--- src/rtl/dpll_backtrack_ctrl_if.sv ---
// ---------------------------------------------------------------------------
// dpll_backtrack_ctrl_if
// Bundles the solver-side request/response signals and the formula-stack
// strobes/flags of the decision/backtrack controller.
//
// Modports:
//   slave  - the controller: takes requests and stack flags/data, and drives
//            responses, depth and the stack strobes/data.
//   master - the environment (solver core + formula stack): the reverse.
//
// Handshake: req_decide / req_backtrack are single-cycle pulses. They are
// only accepted while busy is low. Each accepted request produces exactly
// one resp_valid pulse. The resp_* fields hold their value until the next
// response.
// ---------------------------------------------------------------------------
interface dpll_backtrack_ctrl_if #(
    parameter int LIT_W  = 8,
    parameter int FORM_W = 16,
    parameter int DEPTH  = 4
);
    localparam int DW = $clog2(DEPTH + 1);

    logic              req_decide;
    logic              req_backtrack;
    logic [FORM_W-1:0] req_formula;
    logic [LIT_W-1:0]  req_lit;
    logic              busy;
    logic              resp_valid;
    logic [1:0]        resp_status;
    logic [FORM_W-1:0] resp_formula;
    logic [LIT_W-1:0]  resp_lit;
    logic [DW-1:0]     depth;
    logic              stk_wr_en;
    logic              stk_pop;
    logic [FORM_W-1:0] stk_din;
    logic              stk_full;
    logic              stk_empty;
    logic [FORM_W-1:0] stk_dout;

    modport slave (
        input  req_decide, req_backtrack, req_formula, req_lit,
        input  stk_full, stk_empty, stk_dout,
        output busy, resp_valid, resp_status, resp_formula, resp_lit,
        output depth, stk_wr_en, stk_pop, stk_din
    );

    modport master (
        output req_decide, req_backtrack, req_formula, req_lit,
        output stk_full, stk_empty, stk_dout,
        input  busy, resp_valid, resp_status, resp_formula, resp_lit,
        input  depth, stk_wr_en, stk_pop, stk_din
    );
endinterface

--- src/rtl/dpll_backtrack_ctrl.sv ---
// ---------------------------------------------------------------------------
// dpll_backtrack_ctrl
// Decision/backtrack controller for a DPLL solver. On a decision it pushes
// the formula snapshot onto the external formula stack and records the
// decision literal locally. On a conflict it pops levels until it finds one
// whose second polarity has not been tried yet. It re-pushes that level's
// formula, marked as flipped, and returns the formula together with the
// negated literal. If every level is exhausted it reports UNSAT.
//
// Ports:
//   clock, reset_n - rising-edge clock, asynchronous active-low reset
//   bus            - dpll_backtrack_ctrl_if.slave (requests, responses,
//                    depth, formula-stack strobes/flags/data)
//   state_dbg      - current FSM state encoding
//   stat_*         - statistics outputs, present only with BACKTRACK_STATS_EN
//
// Build option: define BACKTRACK_STATS_EN to add the saturating counters
// stat_decisions, stat_backtracks and stat_max_depth.
//
// Response status: 00 OK, 01 RESTORED, 10 UNSAT, 11 OVERFLOW.
// ---------------------------------------------------------------------------
module dpll_backtrack_ctrl #(
    parameter int DEPTH  = 4,   // matches the formula stack size
    parameter int LIT_W  = 8,   // MSB = sign, low bits = variable index
    parameter int FORM_W = 16   // width of one formula snapshot
) (
    input  logic                       clock,
    input  logic                       reset_n,
    dpll_backtrack_ctrl_if.slave       bus,
    output logic [2:0]                 state_dbg
`ifdef BACKTRACK_STATS_EN
    ,
    output logic [31:0]                stat_decisions,
    output logic [31:0]                stat_backtracks,
    output logic [$clog2(DEPTH+1)-1:0] stat_max_depth
`endif
);
    localparam int DW = $clog2(DEPTH + 1);
    localparam int AW = (DEPTH > 1) ? $clog2(DEPTH) : 1;
    localparam logic [DW-1:0]    DEPTH_MAX = DW'(DEPTH);
    localparam logic [LIT_W-1:0] SIGN_MASK = {1'b1, {(LIT_W-1){1'b0}}};

    localparam logic [1:0] ST_OK       = 2'b00;
    localparam logic [1:0] ST_RESTORED = 2'b01;
    localparam logic [1:0] ST_UNSAT    = 2'b10;
    localparam logic [1:0] ST_OVERFLOW = 2'b11;

    typedef enum logic [2:0] {
        S_IDLE   = 3'd0,
        S_PUSH   = 3'd1,
        S_POP    = 3'd2,
        S_WAIT   = 3'd3,
        S_REPUSH = 3'd4,
        S_DONE   = 3'd5
    } state_t;

    state_t            state;
    logic [DW-1:0]     depth_q;
    logic [DEPTH-1:0]  flip_mem;
    logic [LIT_W-1:0]  lit_mem [DEPTH];
    logic              busy_q;
    logic              resp_valid_q;
    logic [1:0]        resp_status_q;
    logic [FORM_W-1:0] resp_formula_q;
    logic [LIT_W-1:0]  resp_lit_q;
    logic              wr_en_q;
    logic              pop_q;
    logic [FORM_W-1:0] din_q;

    // The stack's empty flag lags by one pop at the last entry, so the
    // internal depth counter is the only source of truth for control.
    logic unused_stk_empty;
    assign unused_stk_empty = bus.stk_empty;

    logic [AW-1:0] idx;
    logic          at_full;
    logic          decide_ok;
    assign idx       = depth_q[AW-1:0];
    assign at_full   = (depth_q == DEPTH_MAX) || bus.stk_full;
    assign decide_ok = (state == S_IDLE) && !bus.req_backtrack &&
                       bus.req_decide && !at_full;

    // Literal storage carries no reset. Each entry is written before it
    // can be read back, because a level only exists after its push.
    always_ff @(posedge clock) begin
        if (decide_ok) lit_mem[idx] <= bus.req_lit;
    end

    always_ff @(posedge clock or negedge reset_n) begin
        if (!reset_n) begin
            state          <= S_IDLE;
            depth_q        <= '0;
            flip_mem       <= '0;
            busy_q         <= 1'b0;
            resp_valid_q   <= 1'b0;
            resp_status_q  <= ST_OK;
            resp_formula_q <= '0;
            resp_lit_q     <= '0;
            wr_en_q        <= 1'b0;
            pop_q          <= 1'b0;
            din_q          <= '0;
        end else begin
            case (state)
                S_IDLE: begin
                    // Backtrack has priority over a simultaneous decide.
                    if (bus.req_backtrack) begin
                        busy_q <= 1'b1;
                        if (depth_q == '0) begin
                            state         <= S_DONE;
                            resp_valid_q  <= 1'b1;
                            resp_status_q <= ST_UNSAT;
                        end else begin
                            state <= S_POP;
                            pop_q <= 1'b1;
                        end
                    end else if (bus.req_decide) begin
                        busy_q <= 1'b1;
                        if (at_full) begin
                            state         <= S_DONE;
                            resp_valid_q  <= 1'b1;
                            resp_status_q <= ST_OVERFLOW;
                        end else begin
                            state         <= S_PUSH;
                            wr_en_q       <= 1'b1;
                            din_q         <= bus.req_formula;
                            flip_mem[idx] <= 1'b0;
                        end
                    end
                end
                S_PUSH: begin
                    wr_en_q       <= 1'b0;
                    depth_q       <= depth_q + 1'b1;
                    state         <= S_DONE;
                    resp_valid_q  <= 1'b1;
                    resp_status_q <= ST_OK;
                end
                S_POP: begin
                    pop_q   <= 1'b0;
                    depth_q <= depth_q - 1'b1;
                    state   <= S_WAIT;
                end
                S_WAIT: begin
                    // depth_q now indexes the level that was just popped.
                    // stk_dout holds its formula this cycle.
                    if (!flip_mem[idx]) begin
                        state         <= S_REPUSH;
                        wr_en_q       <= 1'b1;
                        din_q         <= bus.stk_dout;
                        flip_mem[idx] <= 1'b1;
                    end else if (depth_q == '0) begin
                        state         <= S_DONE;
                        resp_valid_q  <= 1'b1;
                        resp_status_q <= ST_UNSAT;
                    end else begin
                        state <= S_POP;
                        pop_q <= 1'b1;
                    end
                end
                S_REPUSH: begin
                    wr_en_q        <= 1'b0;
                    depth_q        <= depth_q + 1'b1;
                    state          <= S_DONE;
                    resp_valid_q   <= 1'b1;
                    resp_status_q  <= ST_RESTORED;
                    resp_formula_q <= din_q;
                    resp_lit_q     <= lit_mem[idx] ^ SIGN_MASK;
                end
                S_DONE: begin
                    resp_valid_q <= 1'b0;
                    busy_q       <= 1'b0;
                    state        <= S_IDLE;
                end
                default: begin
                    state <= S_IDLE;
                end
            endcase
        end
    end

    assign bus.busy         = busy_q;
    assign bus.resp_valid   = resp_valid_q;
    assign bus.resp_status  = resp_status_q;
    assign bus.resp_formula = resp_formula_q;
    assign bus.resp_lit     = resp_lit_q;
    assign bus.depth        = depth_q;
    assign bus.stk_wr_en    = wr_en_q;
    assign bus.stk_pop      = pop_q;
    assign bus.stk_din      = din_q;
    assign state_dbg        = state;

`ifdef BACKTRACK_STATS_EN
    always_ff @(posedge clock or negedge reset_n) begin
        if (!reset_n) begin
            stat_decisions  <= '0;
            stat_backtracks <= '0;
            stat_max_depth  <= '0;
        end else begin
            if (resp_valid_q && resp_status_q == ST_OK && stat_decisions != '1)
                stat_decisions <= stat_decisions + 1'b1;
            if (resp_valid_q && (resp_status_q == ST_RESTORED ||
                                 resp_status_q == ST_UNSAT) &&
                stat_backtracks != '1)
                stat_backtracks <= stat_backtracks + 1'b1;
            if (depth_q > stat_max_depth)
                stat_max_depth <= depth_q;
        end
    end
`endif
endmodule

--- src/flat_wrapper.sv ---
// flat-port wrapper written by rule: the top's interface ports become plain ports
module dpll_backtrack_ctrl_flat 
#(
    parameter int DEPTH  = 4,                                    
    parameter int LIT_W  = 8,                                           
    parameter int FORM_W = 16                                   
)
  (clock, reset_n, state_dbg, bus_req_decide, bus_req_backtrack, bus_req_formula, bus_req_lit, bus_stk_full, bus_stk_empty, bus_stk_dout, bus_busy, bus_resp_valid, bus_resp_status, bus_resp_formula, bus_resp_lit, bus_depth, bus_stk_wr_en, bus_stk_pop, bus_stk_din);
  dpll_backtrack_ctrl_if #(.LIT_W(LIT_W), .FORM_W(FORM_W), .DEPTH(DEPTH)) bus_i ();
  input  logic clock;
  input  logic reset_n;
  output logic [2:0] state_dbg;
  input wire logic [$bits(bus_i.req_decide)-1:0] bus_req_decide;
  input wire logic [$bits(bus_i.req_backtrack)-1:0] bus_req_backtrack;
  input wire logic [$bits(bus_i.req_formula)-1:0] bus_req_formula;
  input wire logic [$bits(bus_i.req_lit)-1:0] bus_req_lit;
  input wire logic [$bits(bus_i.stk_full)-1:0] bus_stk_full;
  input wire logic [$bits(bus_i.stk_empty)-1:0] bus_stk_empty;
  input wire logic [$bits(bus_i.stk_dout)-1:0] bus_stk_dout;
  output wire logic [$bits(bus_i.busy)-1:0] bus_busy;
  output wire logic [$bits(bus_i.resp_valid)-1:0] bus_resp_valid;
  output wire logic [$bits(bus_i.resp_status)-1:0] bus_resp_status;
  output wire logic [$bits(bus_i.resp_formula)-1:0] bus_resp_formula;
  output wire logic [$bits(bus_i.resp_lit)-1:0] bus_resp_lit;
  output wire logic [$bits(bus_i.depth)-1:0] bus_depth;
  output wire logic [$bits(bus_i.stk_wr_en)-1:0] bus_stk_wr_en;
  output wire logic [$bits(bus_i.stk_pop)-1:0] bus_stk_pop;
  output wire logic [$bits(bus_i.stk_din)-1:0] bus_stk_din;
  assign bus_i.req_decide = bus_req_decide;
  assign bus_i.req_backtrack = bus_req_backtrack;
  assign bus_i.req_formula = bus_req_formula;
  assign bus_i.req_lit = bus_req_lit;
  assign bus_i.stk_full = bus_stk_full;
  assign bus_i.stk_empty = bus_stk_empty;
  assign bus_i.stk_dout = bus_stk_dout;
  assign bus_busy = bus_i.busy;
  assign bus_resp_valid = bus_i.resp_valid;
  assign bus_resp_status = bus_i.resp_status;
  assign bus_resp_formula = bus_i.resp_formula;
  assign bus_resp_lit = bus_i.resp_lit;
  assign bus_depth = bus_i.depth;
  assign bus_stk_wr_en = bus_i.stk_wr_en;
  assign bus_stk_pop = bus_i.stk_pop;
  assign bus_stk_din = bus_i.stk_din;
  dpll_backtrack_ctrl #(.DEPTH(DEPTH), .LIT_W(LIT_W), .FORM_W(FORM_W)) u_core (.clock(clock), .reset_n(reset_n), .bus(bus_i), .state_dbg(state_dbg));
endmodule
--- config.mk ---
export PLATFORM = sky130hd
export DESIGN_NAME = dpll_backtrack_ctrl_flat
export DESIGN_NICKNAME = d
export VERILOG_FILES = /design/src/rtl/dpll_backtrack_ctrl_if.sv /design/src/rtl/dpll_backtrack_ctrl.sv /design/src/flat_wrapper.sv
export SDC_FILE = /design/constraint.sdc
export NUM_CORES = 1
export LEC_CHECK = 0
export CELL_PAD_IN_SITES_DETAIL_PLACEMENT = 1
export CELL_PAD_IN_SITES_GLOBAL_PLACEMENT = 1
export CORE_ASPECT_RATIO = 1.2
export CORE_UTILIZATION = 39
export DETAILED_ROUTE_END_ITERATION = 7
export PLACE_DENSITY = 0.76
export REMOVE_ABC_BUFFERS = 1
export SLEW_MARGIN = 20
export SYNTH_ARGS = -nofsm -noshare
export SYNTH_HDL_FRONTEND = slang
export SYNTH_SLANG_ARGS = --single-unit
export TNS_END_PERCENT = 5
--- constraint.sdc ---
create_clock -name clock -period 2.7 [get_ports clock]
set_clock_uncertainty 0.05 [all_clocks]
set_input_delay 0.54 -clock clock [delete_from_list [all_inputs] [get_ports clock]]
set_output_delay 0.54 -clock clock [all_outputs]
set_load 0.005 [all_outputs]
-- Word-level counts from Yosys, hierarchy flattened
Memory sizes are Yosys's and may differ from the RTL's.
Index checks and enable logic that the tools add are counted.
W data, S select, Z words.
- add/subtract/negate cells: 2
- order comparisons: 2
- equality and inequality tests: 14
- multiplexer cells: 47
- bitwise logic cells: 4
- reduce and logical (&&, ||, !) cells: 23
- operator list (operator ; number):
    $mux W16 ; 4
    $pmux W16 S2 ; 1
    $mux W1 ; 18
    $mux W4 ; 4
    $mux W3 ; 5
    $pmux W3 S4 ; 1
    $mux W2 ; 5
    $ne A2 B2 Y1 const B ; 5
    $reduce_and A5 Y1 ; 2
    $eq A3 B3 Y1 const B ; 3
    $pmux W2 S4 ; 1
    $pmux W4 S2 ; 1
    $reduce_and A4 Y1 ; 2
    $reduce_bool A4 Y1 ; 2
    $eq A3 B2 Y1 const B ; 2
    $logic_not A3 Y1 ; 2
    $pmux W1 S3 ; 2
    $pmux W3 S2 ; 1
    $reduce_bool A2 Y1 ; 3
    $reduce_bool A3 Y1 ; 2
    $and A4 B4 Y4 ; 1
    $logic_and A1 B1 Y1 ; 4
    $not A4 Y4 ; 1
    $or A4 B4 Y4 ; 1
    other kinds (18) ; 19
- bits in registers: 56
- bits in writable memories: 32
- bits of input ports: 46
- output and inout bits: 52
- word-level logic and storage cells: 104
- memories: 1
- memories (name ; depth ; width ; rd ports ; clocked after Yosys merged registers in ; wr ports ; line ; source):
    u_core.lit_mem ; 4 ; 8 ; 1 ; 0 ; 1 ; dpll_backtrack_ctrl.sv:60 ; logic [LIT_W-1:0] lit_mem [DEPTH];

-- Depth between registers and ports, before layout
- word-level depth: 10
- mapped depth: 8
- depth with buffers taken out: 7

-- Worst setup path before layout
Ideal clock, no wire load.
- path type: input port to flip-flop
- start: in bus_req_backtrack
- end: mem u_core.lit_mem[0][0] (enable)
- setup time: 0.373 ns
- arrival time: 1.954 ns
- required time: 2.277 ns
- path slack: 0.323 ns
- stages on the path: 5
- path buffers: 2
- cells stage by stage: clkbuf_1 > or4_4 > or2_1 > clkbuf_1 > nor2_1
- cells in the longest elaborated chain, start to end: 6
- ends and longest elaborated chain (what ; line ; source):
    start: declaration ; flat_wrapper.sv:14 ; input wire logic [$bits(bus_i.req_backtrack)-1:0] bus_req_backtrack;
    $logic_not A1 Y1 ; dpll_backtrack_ctrl.sv:80 ; assign decide_ok = (state == S_IDLE) && !bus.req_backtrack &&
    $logic_and A1 B1 Y1 (2 in series) ; dpll_backtrack_ctrl.sv:80 ;
    $logic_and A1 B1 Y1 ; dpll_backtrack_ctrl.sv:81 ; bus.req_decide && !at_full;
    $mux W1 ; dpll_backtrack_ctrl.sv:86 ; if (decide_ok) lit_mem[idx] <= bus.req_lit;
    $mux W1 (implied by the code) ; dpll_backtrack_ctrl.sv:86 ;
    end: declaration ; dpll_backtrack_ctrl.sv:60 ;
No other way between the ends.

-- Worst setup path after layout
- start: reg u_core.depth_q[1], in the netlist u_core.bus.depth[1]
- end: out bus_depth[1]
- RTL lines (what ; line ; source):
    start: declaration ; dpll_backtrack_ctrl.sv:58 ; logic [DW-1:0] depth_q;
    start signal: assignment ; dpll_backtrack_ctrl.sv:132 ; depth_q <= depth_q + 1'b1;
    start signal: assignment ; dpll_backtrack_ctrl.sv:139 ; depth_q <= depth_q - 1'b1;
    start signal: assignment ; dpll_backtrack_ctrl.sv:161 ; depth_q <= depth_q + 1'b1;
    end: declaration ; flat_wrapper.sv:25 ; output wire logic [$bits(bus_i.depth)-1:0] bus_depth;
No word-level cell between the ends.

==> flow_summary.ini <==
[outcome]
outcome = finished, final reports clean

[sta]
setup_viol = 0
post-route-period-util_pct = 86.3
relSlewSlack_pct = 57.6
rsz0062_at_grt = no
finalWorstPathRequiredPeriod_ps = 2330
tightest_slew_ps = 636
whs_ps = 176
final_hold_viol_count = 0
tns_ps = 0
timing_max_transition_violations_final = 0
max_freq_mhz = 429

[critical_path]
end_kind = output pin
path_max_fanout = 14
rr_worst_depth = 4
crit_buf_inv = 2
path_depth = 2
critPathLaunchType = flip-flop
cpLargestDelayFamily = buffers and inverters
worstSetupPathType = reg2out
cp.arrival_ps = 1740
critPathMaxStageDelay_ps = 670
crit_path_end = bus_depth[1]
r2r_end = u_core.lit_mem[1][3]
r2r_start = u_core.state_dbg[2]
rrSetupSlack_ps = 580
worstPathRequired_ps = 2110
startpoint = u_core.bus.depth[1]
cp_slowest_cell = dfrtp_1
cp_cell_sequence = buf_4 -> clkdlybuf4s50_1

[power_and_ir_drop]
p_seq_share_pct = 36.9
p_clk_share_pct = 19.5
switchingPower_mw = 1.97
cellInternalPower_mw = 3.96
powerDensity_nw_per_um2 = 1120
pwr-share-comb_pct = 43.6
leakagePower_nw = 1.98
power.share.switching_pct = 33.3
vdd_drop_max_v = 0.000433

[detailed_routing]
antenna_left = 0
via_per_inst = 5.14
drc = 0
dr_total_vias = 2613
drt-total-wl_um = 9100
wl_per_cell_um = 17.9
firstDrtPassIters = 4
drtIter0Drc = 80

[yosys]
ys_types = 46
synth_top_cell_by_area = dfrtp_1
syn_area_um2 = 3870
synth_top_family_by_area = multiplexers
synth_cells = 277
synth_ff_type = dfrtp_1
synth_edf_count = 32
synth-simple-area-share_pct = 7.38
yosysSeqAreaShare_pct = 61.1
synth_seq_cells = 88
synth_top_area_share_pct = 36.2
yosysWarningCount = 0
synth_xor_xnor_area_share_pct = 0.906
synthArstFlopShare_pct = 63.6
synthAdderAreaFrac_pct = 0.518
synth-compound-area-share_pct = 9.68
synth_mux_area_share_pct = 17.2
synth_area_leaders = dfrtp_1 36%, edfxtp_1 25%, mux2_2 6.7%
synth_area_per_cell_um2 = 14.0

[job]
drv_cap = 0

[clock_tree]
cts_htree_levels = 3
ctsResizeCount = 0
clock-root-buffer = clkbuf_16
cts-hold-fix-buffers = 0
clk_latency_ps = 330
clock_sink_count = 88
cts_tree = done
cts_buffer_depth = 2
postCtsSetupBuffers = 0
clk_pin_slew_ps = 60
cts_made_buffers = 9

[floorplan]
die-area_um2 = 10300
core_area_um2 = 9560
ios = 98
die_x_um = 92.9
floorplan.rows = 39
die_h_um = 111
initial_core_util_pct = 40.4

[min_path]
min_path_type = in2async

[placed_design]
gp_congestion = 0.821
port_buffers = 96
dp.cells = 492
dp_hpwl_um = 6620
postPlaceCellArea_um2 = 5010

[grt]
grt_usage_pct = 18.8
grt_overflow_total = 0
first_global_vias = 2819
grt_max_degree = 35
antenna_found_initial = 0
grt_pass1_wl_um = 14800

[final_layout]
final_design_area_no_fill_um2 = 5290
drive_above_1_share_pct = 22.1
fin_nets = 427
fin_util_pct = 55.4
area_growth_pct = 36.9
n_antenna_cell = 0
finalNonFillerCells = 508
-- metrics by stage --
| stage | total power [mW] | worst slack, ps |
|---|---|---|
| after CTS | 6.03 | 343 |
| after detailed placement | 4.84 | 191 |
| after global routing | 6.31 | 280 |
| after floorplan | 3.48 | 148 |
| after global placement | 4.73 | 248 |
| final | 5.94 | 370 |
-- registers in the layout (all words and copies together) (netlist names), named ones only --
signal	count
u_core.bus.stk_din	16
u_core.bus.depth	3
u_core.bus.resp_lit	8
u_core.bus.resp_formula	16
u_core.bus.resp_status	2
u_core.bus.stk_pop	1
u_core.bus.resp_valid	1
u_core.lit_mem	32
u_core.bus.stk_wr_en	1
u_core.bus.busy	1
u_core.state_dbg	3
-- worst min path at each step --
stage                             from                    endpoint  slack (ps)  depth (start not counted)
floorplan                      reset_n  asynchronous set/reset pin         190                          0
global placement    u_core.bus.stk_pop          u_core.bus.stk_pop         420                          2
finish                         reset_n      u_core.bus.resp_lit[1]         180                          1
global route                   reset_n      u_core.bus.resp_lit[2]         230                          1
CTS                            reset_n      u_core.bus.resp_lit[2]         200                          1
detailed placement  u_core.bus.stk_pop          u_core.bus.stk_pop         430                          2
-- power by group through the flow --
stage          clock network, mW  logic [mW]  registers [mW]
2_1_floorplan                  0        1.24            2.24
3_3_place_gp                   0        2.54            2.19
3_5_place_dp                   0        2.62            2.22
4_1_cts                     1.19        2.63            2.20
5_1_grt                     1.23        2.82            2.26
6_report                    1.16        2.59            2.19
-- Yosys cell counts (2+ instances only) --
cell / n
a21oi_1: 8
a21oi_2: 14
a31oi_1: 2
a32oi_1: 2
and3b_1: 2
buf_2: 5
buf_6: 3
clkbuf_1: 8
dfrtp_1: 56
edfxtp_1: 32
inv_1: 7
mux2_2: 23
mux2i_1: 19
mux4_2: 9
nand2_1: 7
nand2b_1: 2
nand3b_1: 3
nor2_1: 27
nor2_2: 4
nor3_1: 2
o21a_1: 2
o21ai_0: 12
o22ai_1: 3
xnor2_1: 2
xor2_1: 2
-- cell usage in the layout (no fill, tap or decap), types with 3 or more instances in the layout --
master           netlist  layout
clkdlybuf4s50_1        0      95
dfrtp_1               56      56
inv_1                  7       7
a21oi_2               14      14
clkbuf_16              0       9
edfxtp_1              32      32
mux2i_1               19      19
mux4_2                 9       9
nand2_1                7       7
o22ai_1                3       3
o21ai_0               12      12
nor2_1                27      27
nand3b_1               3       3
a21oi_1                8       8
nor2_2                 4       4
buf_4                  1      12
mux2_2                23      23
-- metal layers --
| layer | GRT usage, % | vias to the layer above | wire length, um |
|---|---|---|---|
| li1 | - | 1220 | - |
| met1 | 22.3 | 1321 | 3630 |
| met2 | 33.6 | 61 | 4980 |
| met3 | 3.36 | 11 | 357 |
| met4 | 6.97 | 0 | 133 |
| met5 | 0 | - | 0 |
-- cell families (layout without fill, tap and decap cells) --
kind of cell	count (synthesis)	in the layout
fa+ha+maj	1	1
xor+xnor	4	4
buf+inv	25	133
compound gates	51	51
flops	88	88
mux	52	52
simple gates	56	56
-- final cells by class --
cell class	instances	area (um^2)
Inverter	7	26.3
Timing Repair Buffer	110	1090
Multi-Input combinational cell	164	1380
Clock buffer	9	225
Sequential cell	88	2360
Tap cell	123	154
Clock inverter	7	57.6
Fill cell	992	4270
(Power assumes the default switching activity.)
